==> config.mk <==
export PLATFORM = sky130hd
export DESIGN_NAME = envelope_follower
export DESIGN_NICKNAME = d
export VERILOG_FILES = /design/src/rtl/envelope_follower.sv
export SDC_FILE = /design/constraint.sdc
export NUM_CORES = 1
export LEC_CHECK = 0
export CORE_MARGIN = 5
export CORE_UTILIZATION = 35
export DETAILED_ROUTE_END_ITERATION = 7
export GPL_ROUTABILITY_DRIVEN = 0
export REMOVE_ABC_BUFFERS = 1
export SETUP_SLACK_MARGIN = 0.4
export SLEW_MARGIN = 30
export SYNTH_ARGS = -nofsm -noshare
export SYNTH_HDL_FRONTEND = slang
export SYNTH_SLANG_ARGS = --single-unit
==> constraint.sdc <==
create_clock -name clk -period 8.9 [get_ports clk]
set_input_delay 1.78 -clock clk [delete_from_list [all_inputs] [get_ports clk]]
set_output_delay 1.78 -clock clk [all_outputs]
set_load 0.01 [all_outputs]
==> src/rtl/envelope_follower.sv <==
// Audio envelope follower: rectify, asymmetric one-pole smoothing, and a hysteretic gate with hold time.
// Optional peak output is enabled by defining ENVELOPE_FOLLOWER_PEAK_EN.
module envelope_follower #(
    parameter int unsigned HOLD_SAMPLES = 441,
    parameter int unsigned HOLD_BITS    = 16
) (
    input  logic              clk,
    input  logic              rst,
    input  logic              sample_valid,
    input  logic signed [7:0] sample,
    input  logic [3:0]        a,
    input  logic [3:0]        r,
    input  logic [7:0]        on_thresh,
    input  logic [7:0]        off_thresh,
    output logic [7:0]        envelope,
    output logic              env_valid,
    output logic              gate
`ifdef ENVELOPE_FOLLOWER_PEAK_EN
    ,
    output logic [7:0]        peak
`endif
);

    typedef enum logic [1:0] {
        IDLE,
        ON,
        HOLD
    } state_t;

    localparam logic [HOLD_BITS-1:0] HOLD_LOAD = HOLD_BITS'(HOLD_SAMPLES - 1);

    state_t               state_q, state_d;
    logic [HOLD_BITS-1:0] cnt_q, cnt_d;
    logic [15:0]          acc_q, acc_d;
    logic                 valid_q;
    logic [7:0]           rect;
    logic [15:0]          target;
    logic [15:0]          up_step, dn_step;
    logic [7:0]           env_new;
    logic [7:0]           eff_off;

    // -128 has no positive 8-bit counterpart, so it clamps to 127
    always_comb begin
        rect = '0;
        if (sample == -8'sd128)
            rect = 8'd127;
        else if (sample[7])
            rect = 8'(-sample);
        else
            rect = 8'(sample);
    end

    assign target = {rect, 8'h00};

    // A shifted difference of zero still moves one LSB so the filter always converges
    always_comb begin
        up_step = (target - acc_q) >> a;
        dn_step = (acc_q - target) >> r;
        if (up_step == '0)
            up_step = 16'd1;
        if (dn_step == '0)
            dn_step = 16'd1;
    end

    always_comb begin
        acc_d = acc_q;
        if (sample_valid) begin
            if (target > acc_q)
                acc_d = acc_q + up_step;
            else if (target < acc_q)
                acc_d = acc_q - dn_step;
        end
    end

    assign env_new = acc_d[15:8];
    assign eff_off = (off_thresh < on_thresh) ? off_thresh : on_thresh;

    // Gate decisions use the post-update envelope so they appear alongside env_valid
    always_comb begin
        state_d = state_q;
        cnt_d   = cnt_q;
        if (sample_valid) begin
            unique case (state_q)
                IDLE: begin
                    if (env_new >= on_thresh)
                        state_d = ON;
                end
                ON: begin
                    if (env_new < eff_off) begin
                        state_d = HOLD;
                        cnt_d   = HOLD_LOAD;
                    end
                end
                HOLD: begin
                    if (env_new >= on_thresh) begin
                        state_d = ON;
                        cnt_d   = '0;
                    end else if ((cnt_q == '0) && (env_new < eff_off)) begin
                        state_d = IDLE;
                    end else if (cnt_q != '0) begin
                        cnt_d = cnt_q - 1'b1;
                    end
                end
                default: state_d = IDLE;
            endcase
        end
    end

    always_ff @(posedge clk or negedge rst) begin
        if (!rst) begin
            acc_q   <= '0;
            valid_q <= 1'b0;
            state_q <= IDLE;
            cnt_q   <= '0;
        end else begin
            acc_q   <= acc_d;
            valid_q <= sample_valid;
            state_q <= state_d;
            cnt_q   <= cnt_d;
        end
    end

    assign envelope  = acc_q[15:8];
    assign env_valid = valid_q;
    assign gate      = (state_q != IDLE);

`ifdef ENVELOPE_FOLLOWER_PEAK_EN
    logic [7:0] peak_q;

    always_ff @(posedge clk or negedge rst) begin
        if (!rst) begin
            peak_q <= '0;
        end else if (sample_valid) begin
            if ((state_q == IDLE) && (state_d == ON))
                peak_q <= rect;
            else if ((state_q != IDLE) && (rect > peak_q))
                peak_q <= rect;
        end
    end

    assign peak = peak_q;
`endif

endmodule

* Yosys cells after proc, flatten, opt, wreduce, memory -nomap -nowiden
Index checks and enable logic that the tools add are counted.
** Cells by class
- Add/subtract/negate cells :: 6
- Order comparisons :: 5
- Eq/ne operators :: 8
- Shift-type cells :: 2
- Mux-type cells :: 18
- Reduce and logical (&&, ||, !) cells :: 12
** Operator list (number)
- 2-to-1 mux 16 bit :: 9
- zero test 16 bit :: 3
- subtractor 16 bit :: 3
- case mux 16 bit (2 select lines) :: 1
- >> shifter 16 x 4 -> 16 bit :: 2
- 2-to-1 mux 8 bit :: 3
- adder 16 bit :: 1
- > comparator 16 bit :: 1
- less-than comparator 16 bit :: 1
- less-than comparator 8 bit :: 2
- nonzero test 16 bit :: 1
- subtractor 16 x 1 -> 16 bit, second input constant :: 1
- inequality test 3 bit, second input constant :: 3
- == test 8 bit, second input constant :: 1
- >= comparator 8 bit :: 1
- 2-to-1 mux 2 bit :: 4
- negation 8 bit :: 1
- case mux 2 bit (3 select lines) :: 1
- nonzero test 2 bit :: 3
- AND reduction 5 bit :: 1
- inequality test 2 bit, second input constant :: 2
- AND reduction 4 bit :: 1
- == test 2 x 1 -> 1 bit, second input constant :: 1
- == test 2 bit, second input constant :: 1
- 3 further kinds :: 3
** Storage, ports and cells
- Register bits after elaboration :: 35
- Bits of input ports :: 35
- Output and inout port bits :: 10

* Depth between registers and ports, before layout
- Word-level depth :: 16
- Depth in mapped cells :: 39
- Gate-level depth less buffers :: 38

* Worst setup path before layout
OpenSTA, ideal clock, no wires.
- Path type :: input-to-reg
- Start :: in sample[7]
- End :: reg cnt_q[13]
- Library setup time :: 0.095 ns
- Arrival time :: 8.873 ns
- Required time :: 8.805 ns
- Setup slack :: -0.068 ns
- Stages on the path :: 37
- Path through :: clkbuf_1 and3_1 nand2_1 nand2_1 ha_1 clkbuf_1 nor2b_1 o2111ai_1 nand3_1 o31ai_1 mux2_2 mux2_2 mux2i_1 o311a_1 nand4_1 o21ai_1 ha_1 inv_1 fa_1 a32o_1 o21ba_2 nor3_1 xor2_1 a221oi_1 inv_1 ha_1 nand2b_1 a21o_1 a21o_1 a21o_1 a211o_1 a211oi_2 o21ai_0 clkbuf_1 nor2_1 a31oi_1 o31ai_1
** On the way
- Longest elaborated chain between the ends :: 15
** Ends and longest elaborated chain
- start: declaration :: RTL line 10 : input logic signed [7:0] sample,
- negation 8 bit :: RTL line 48 : rect = 8'(-sample);
- 2-to-1 mux 8 bit :: RTL line 47 : else if (sample[7])
- 2-to-1 mux 8 bit * :: RTL line 45 : if (sample == -8'sd128)
- subtractor 16 bit :: RTL line 58 : dn_step = (acc_q - target) >> r;
- >> shifter 16 x 4 -> 16 bit :: RTL line 58
- zero test 16 bit :: RTL line 61 : if (dn_step == '0)
- 2-to-1 mux 16 bit :: RTL line 61
- subtractor 16 bit :: RTL line 71 : acc_d = acc_q - dn_step;
- 2-to-1 mux 16 bit :: RTL line 70 : else if (target < acc_q)
- 2-to-1 mux 16 bit * :: RTL line 68 : if (target > acc_q)
- 2-to-1 mux 16 bit * :: RTL line 67 : if (sample_valid) begin
- net acc_d[8] :: RTL line 34 : logic [15:0] acc_q, acc_d;
- less-than comparator 8 bit :: RTL line 89, 98
- logical AND 1 bit :: RTL line 98 : end else if ((cnt_q == '0) && (env_new < eff_off)) begin
- inequality test 3 bit (no line)
- AND reduction 5 bit (no line)
- end signal: assignment :: RTL line 119 : cnt_q <= cnt_d;
- end: declaration :: RTL line 33 : logic [HOLD_BITS-1:0] cnt_q, cnt_d;
The timed path passes the listed nets; every way through them passes the cells marked *. The select of a mux whose other input is x is not followed.
A chain may end at the register's enable or synchronous reset.

* Worst setup path after layout
- Start :: in sample[0]
- End :: reg cnt_q[15]
The elaborated chain is that of the path after synthesis.

==> results.yml <==
status:
  outcome: "complete, no violations"
critical_path:
  critical_path.startpoint_type: "input pin"
  critical_path_peak_fanout: 4
  end_kind: "flop"
  crit_path_frequent_cell: "sky130_fd_sc_hd__a21o_1"
  worst-setup-path-type: "input pin to flop"
  worst-endpoint-required_ps: 9110
  critical_path.slowest_cell: "sky130_fd_sc_hd__or4_4"
  timing.critical_path.slowest_cell_delay_ps: 540
  crit_arrival_ps: 8870
pwr:
  vdd_ir_drop_max_v: 0.000190
  power_leakage_nw: 4.14
  powerDensity_nw_per_um2: 405
clocking:
  maximum_number_of_buffers_from_clock_root_to_sink: 2
  cts.sink_count: 35
  cts.htree.levels: 2
  clk-insertion-delay-late_ps: 280
  cts-root-buf: "sky130_fd_sc_hd__clkbuf_16"
  cts_inserted_buffers: 5
  clock_transition_at_the_register_clock_pins_on_the_worst_setup_and_hold_paths_after_cts_ps: 60
  cts_tree: "built"
grt:
  grt_pass1_wl_um: 36900
  grt_pass1_vias: 7437
  largest_net_degree_at_the_start_of_global_routing: 36
  overflow: 0
  grt_antenna_before_repair: 0
  grt_usage_pct: 20.2
timing:
  timing_hold_violations_final: 0
  clock.fmax_ghz: 0.115
  pins_over_their_slew_limit: 0
  finalCriticalPeriod_ps: 8660
  clock_skew_ps: 12.6
  hold_ws_ps: 558
  period_share_pct: 97.3
  setup-tns-final_ps: 0
  fin_ws_ps: 239
  tightestPinTransition_ps: 841
  setup_repair_after_global_routing_missed_its_margin: "yes"
  final-setup-viol-count: 0
  max_slew_margin_pct: 43.9
routing:
  post-route-drc-count: 0
  routedWlPerCell_um: 17.6
  routed_wl_um: 22900
  vias_per_cell: 5.68
  dr_total_vias: 7417
  final_antenna_net_count: 0
  firstDrtPassIters: 5
  drt_iter0_markers: 557
yosys:
  synth_top_cell_area_share_pct: 13.3
  netlist.top_cell.by_area: "sky130_fd_sc_hd__dfrtp_1"
  synthTopCellsByArea: "sky130_fd_sc_hd__dfrtp_1 13%, sky130_fd_sc_hd__ha_1 13%, sky130_fd_sc_hd__nand2_1 4.9%"
  post_synth_num_cell_types: 89
  yosysWarningCount: 0
  postSynthCellCount: 889
  synth.avg_cell_area_um2: 7.42
  synthArstFlopShare_pct: 100
  synth-seq-cells: 35
  post_synth_edffs: 0
  dominantRegCellSynth: "sky130_fd_sc_hd__dfrtp_1"
  ys_top_cells_by_count: "86 x sky130_fd_sc_hd__nand2_1, 70 x sky130_fd_sc_hd__ha_1, 69 x sky130_fd_sc_hd__nor2_1"
  yosysSeqAreaShare_pct: 13.3
  syn_area_um2: 6590
  synth.most_common_cell: "sky130_fd_sc_hd__nand2_1"
floorplan:
  floorplan.initialDensity_pct: 35.4
  floorplan.die.height_um: 147
  die-area_um2: 21700
  placementRows: 50
  die_w_um: 147
  ios: 45
  placeableCoreArea_um2: 18600
final_layout:
  layout_cells_sized_above_1_pct: 36.1
  syn_to_final_growth_pct: 47.1
  finish.utilization_pct: 52.0
  antenna-diode-count: 0
  final_nets: 1180
flow_run:
  maxCapViolCount: 0
place:
  io_buffer_count: 44
  hpwl_um: 16800
  post-place-ws_ps: -909
worst_hold_path:
  timing.hold.worst.class: "flop to flop"
## stage by stage
step | cell area [µm²] | power [W] | cells
3_3_place_gp | 8230 | 0.00303 | 1264
3_5_place_dp | 8230 | 0.00305 | 1264
2_1_floorplan | 6330 | 0.00200 | 832
5_1_grt | 9700 | 0.00424 | 1306
4_1_cts | 9230 | 0.00367 | 1297
6_report | 9700 | 0.00393 | 1306
## layer usage
metal	part of all wire, %	track usage (%)	vias to the layer above
met5	0	0	-
met4	2.5	5.68	0
met3	4.2	2.53	28
met2	50	35.8	168
met1	44	25.8	3542
li1	-	-	3679
## final cells by class
class / instances / area [µm²]
clock buffer: 5 / 125
inverter: 49 / 194
tap: 234 / 293
fill: 1693 / 8940
multi-input combinational: 748 / 6250
timing repair buffer: 233 / 1920
sequential: 35 / 876
clock inverter: 2 / 37.5
## path summary, 6_finish.rpt
kind / cells past startpoint / start / slack [ps] / to
hold reg to reg: 1 / cnt_q[8] / 560 / cnt_q[8]
min in group asynchronous: 1 / rst / 1610 / state_q[0]
setup reg to reg: 34 / acc_q[11] / 1630 / cnt_q[15]
hold / removal: 1 / cnt_q[8] / 560 / cnt_q[8]
setup / recovery: 38 / sample[0] / 240 / cnt_q[15]
max in group asynchronous: 1 / rst / 6760 / state_q[1]
## kinds of logic after synthesis
| group | after synthesis | synth area share, % |
|---|---|---|
| compound gates | 284 | 29.5 |
| mux | 41 | 6.68 |
| simple gates | 313 | 24.6 |
| fa+ha+maj | 73 | 14.2 |
| buf+inv | 106 | 6.79 |
| xor+xnor | 37 | 4.91 |
| flops | 35 | 13.3 |
## state kept, by name, indices dropped and copies added, names as in the netlist
name,count
acc_q,16
state_q,2
env_valid,1
cnt_q,16
## report_power, final
part,internal (W),leakage [nW],switching (W)
clock,0.000130,0.0759,0.0000658
combinational,0.00168,3.64,0.00167
sequential,0.000228,0.430,0.000152
total,0.00204,4.14,0.00189
## critical path: cells and delay by family
kind	cells	cell delay [ps]
AO/OA/AOI/OAI	17	3230
buffers and inverters	7	700
XOR/XNOR	3	520
AND/OR/NAND/NOR	7	1530
adder cells (fa/ha/maj)	4	1050
## cells in the final DEF (no fill, tap or decap), types with 6 or more instances in the layout
cell type,n
sky130_fd_sc_hd__nand2_2,10
sky130_fd_sc_hd__xnor2_1,18
sky130_fd_sc_hd__nor2_2,6
sky130_fd_sc_hd__clkdlybuf4s50_1,35
sky130_fd_sc_hd__dfrtp_1,35
sky130_fd_sc_hd__nand3_1,19
sky130_fd_sc_hd__o21a_1,13
sky130_fd_sc_hd__ha_1,56
sky130_fd_sc_hd__o21ai_0,40
sky130_fd_sc_hd__a21o_1,19
sky130_fd_sc_hd__mux2_2,11
sky130_fd_sc_hd__buf_4,173
sky130_fd_sc_hd__nor3_1,20
sky130_fd_sc_hd__nand3b_1,7
sky130_fd_sc_hd__a21oi_1,40
sky130_fd_sc_hd__xor2_1,14
sky130_fd_sc_hd__o21ai_2,8
sky130_fd_sc_hd__a21oi_2,8
sky130_fd_sc_hd__o21ai_1,12
sky130_fd_sc_hd__nor2b_1,9
sky130_fd_sc_hd__mux2i_1,23
sky130_fd_sc_hd__nand2b_1,13
sky130_fd_sc_hd__a31oi_1,14
sky130_fd_sc_hd__nor2_1,60
sky130_fd_sc_hd__a211oi_1,8
sky130_fd_sc_hd__o22ai_1,6
sky130_fd_sc_hd__ha_4,9
sky130_fd_sc_hd__nor4_1,7
sky130_fd_sc_hd__buf_6,18
sky130_fd_sc_hd__or3_1,14
sky130_fd_sc_hd__o211ai_1,12
sky130_fd_sc_hd__a211oi_2,6
sky130_fd_sc_hd__inv_1,39
sky130_fd_sc_hd__nand2_1,72
sky130_fd_sc_hd__nand4_1,9
sky130_fd_sc_hd__or3_4,7
## timing repair
action / in CTS / in global routing
pin swaps: 83 / 43
hold buffers: 0 / 0
gates resized for setup: 181 / 79
buffers inserted: 26 / 9
setup endpoints to repair: 18 / 18
(Power assumes the default switching activity.)
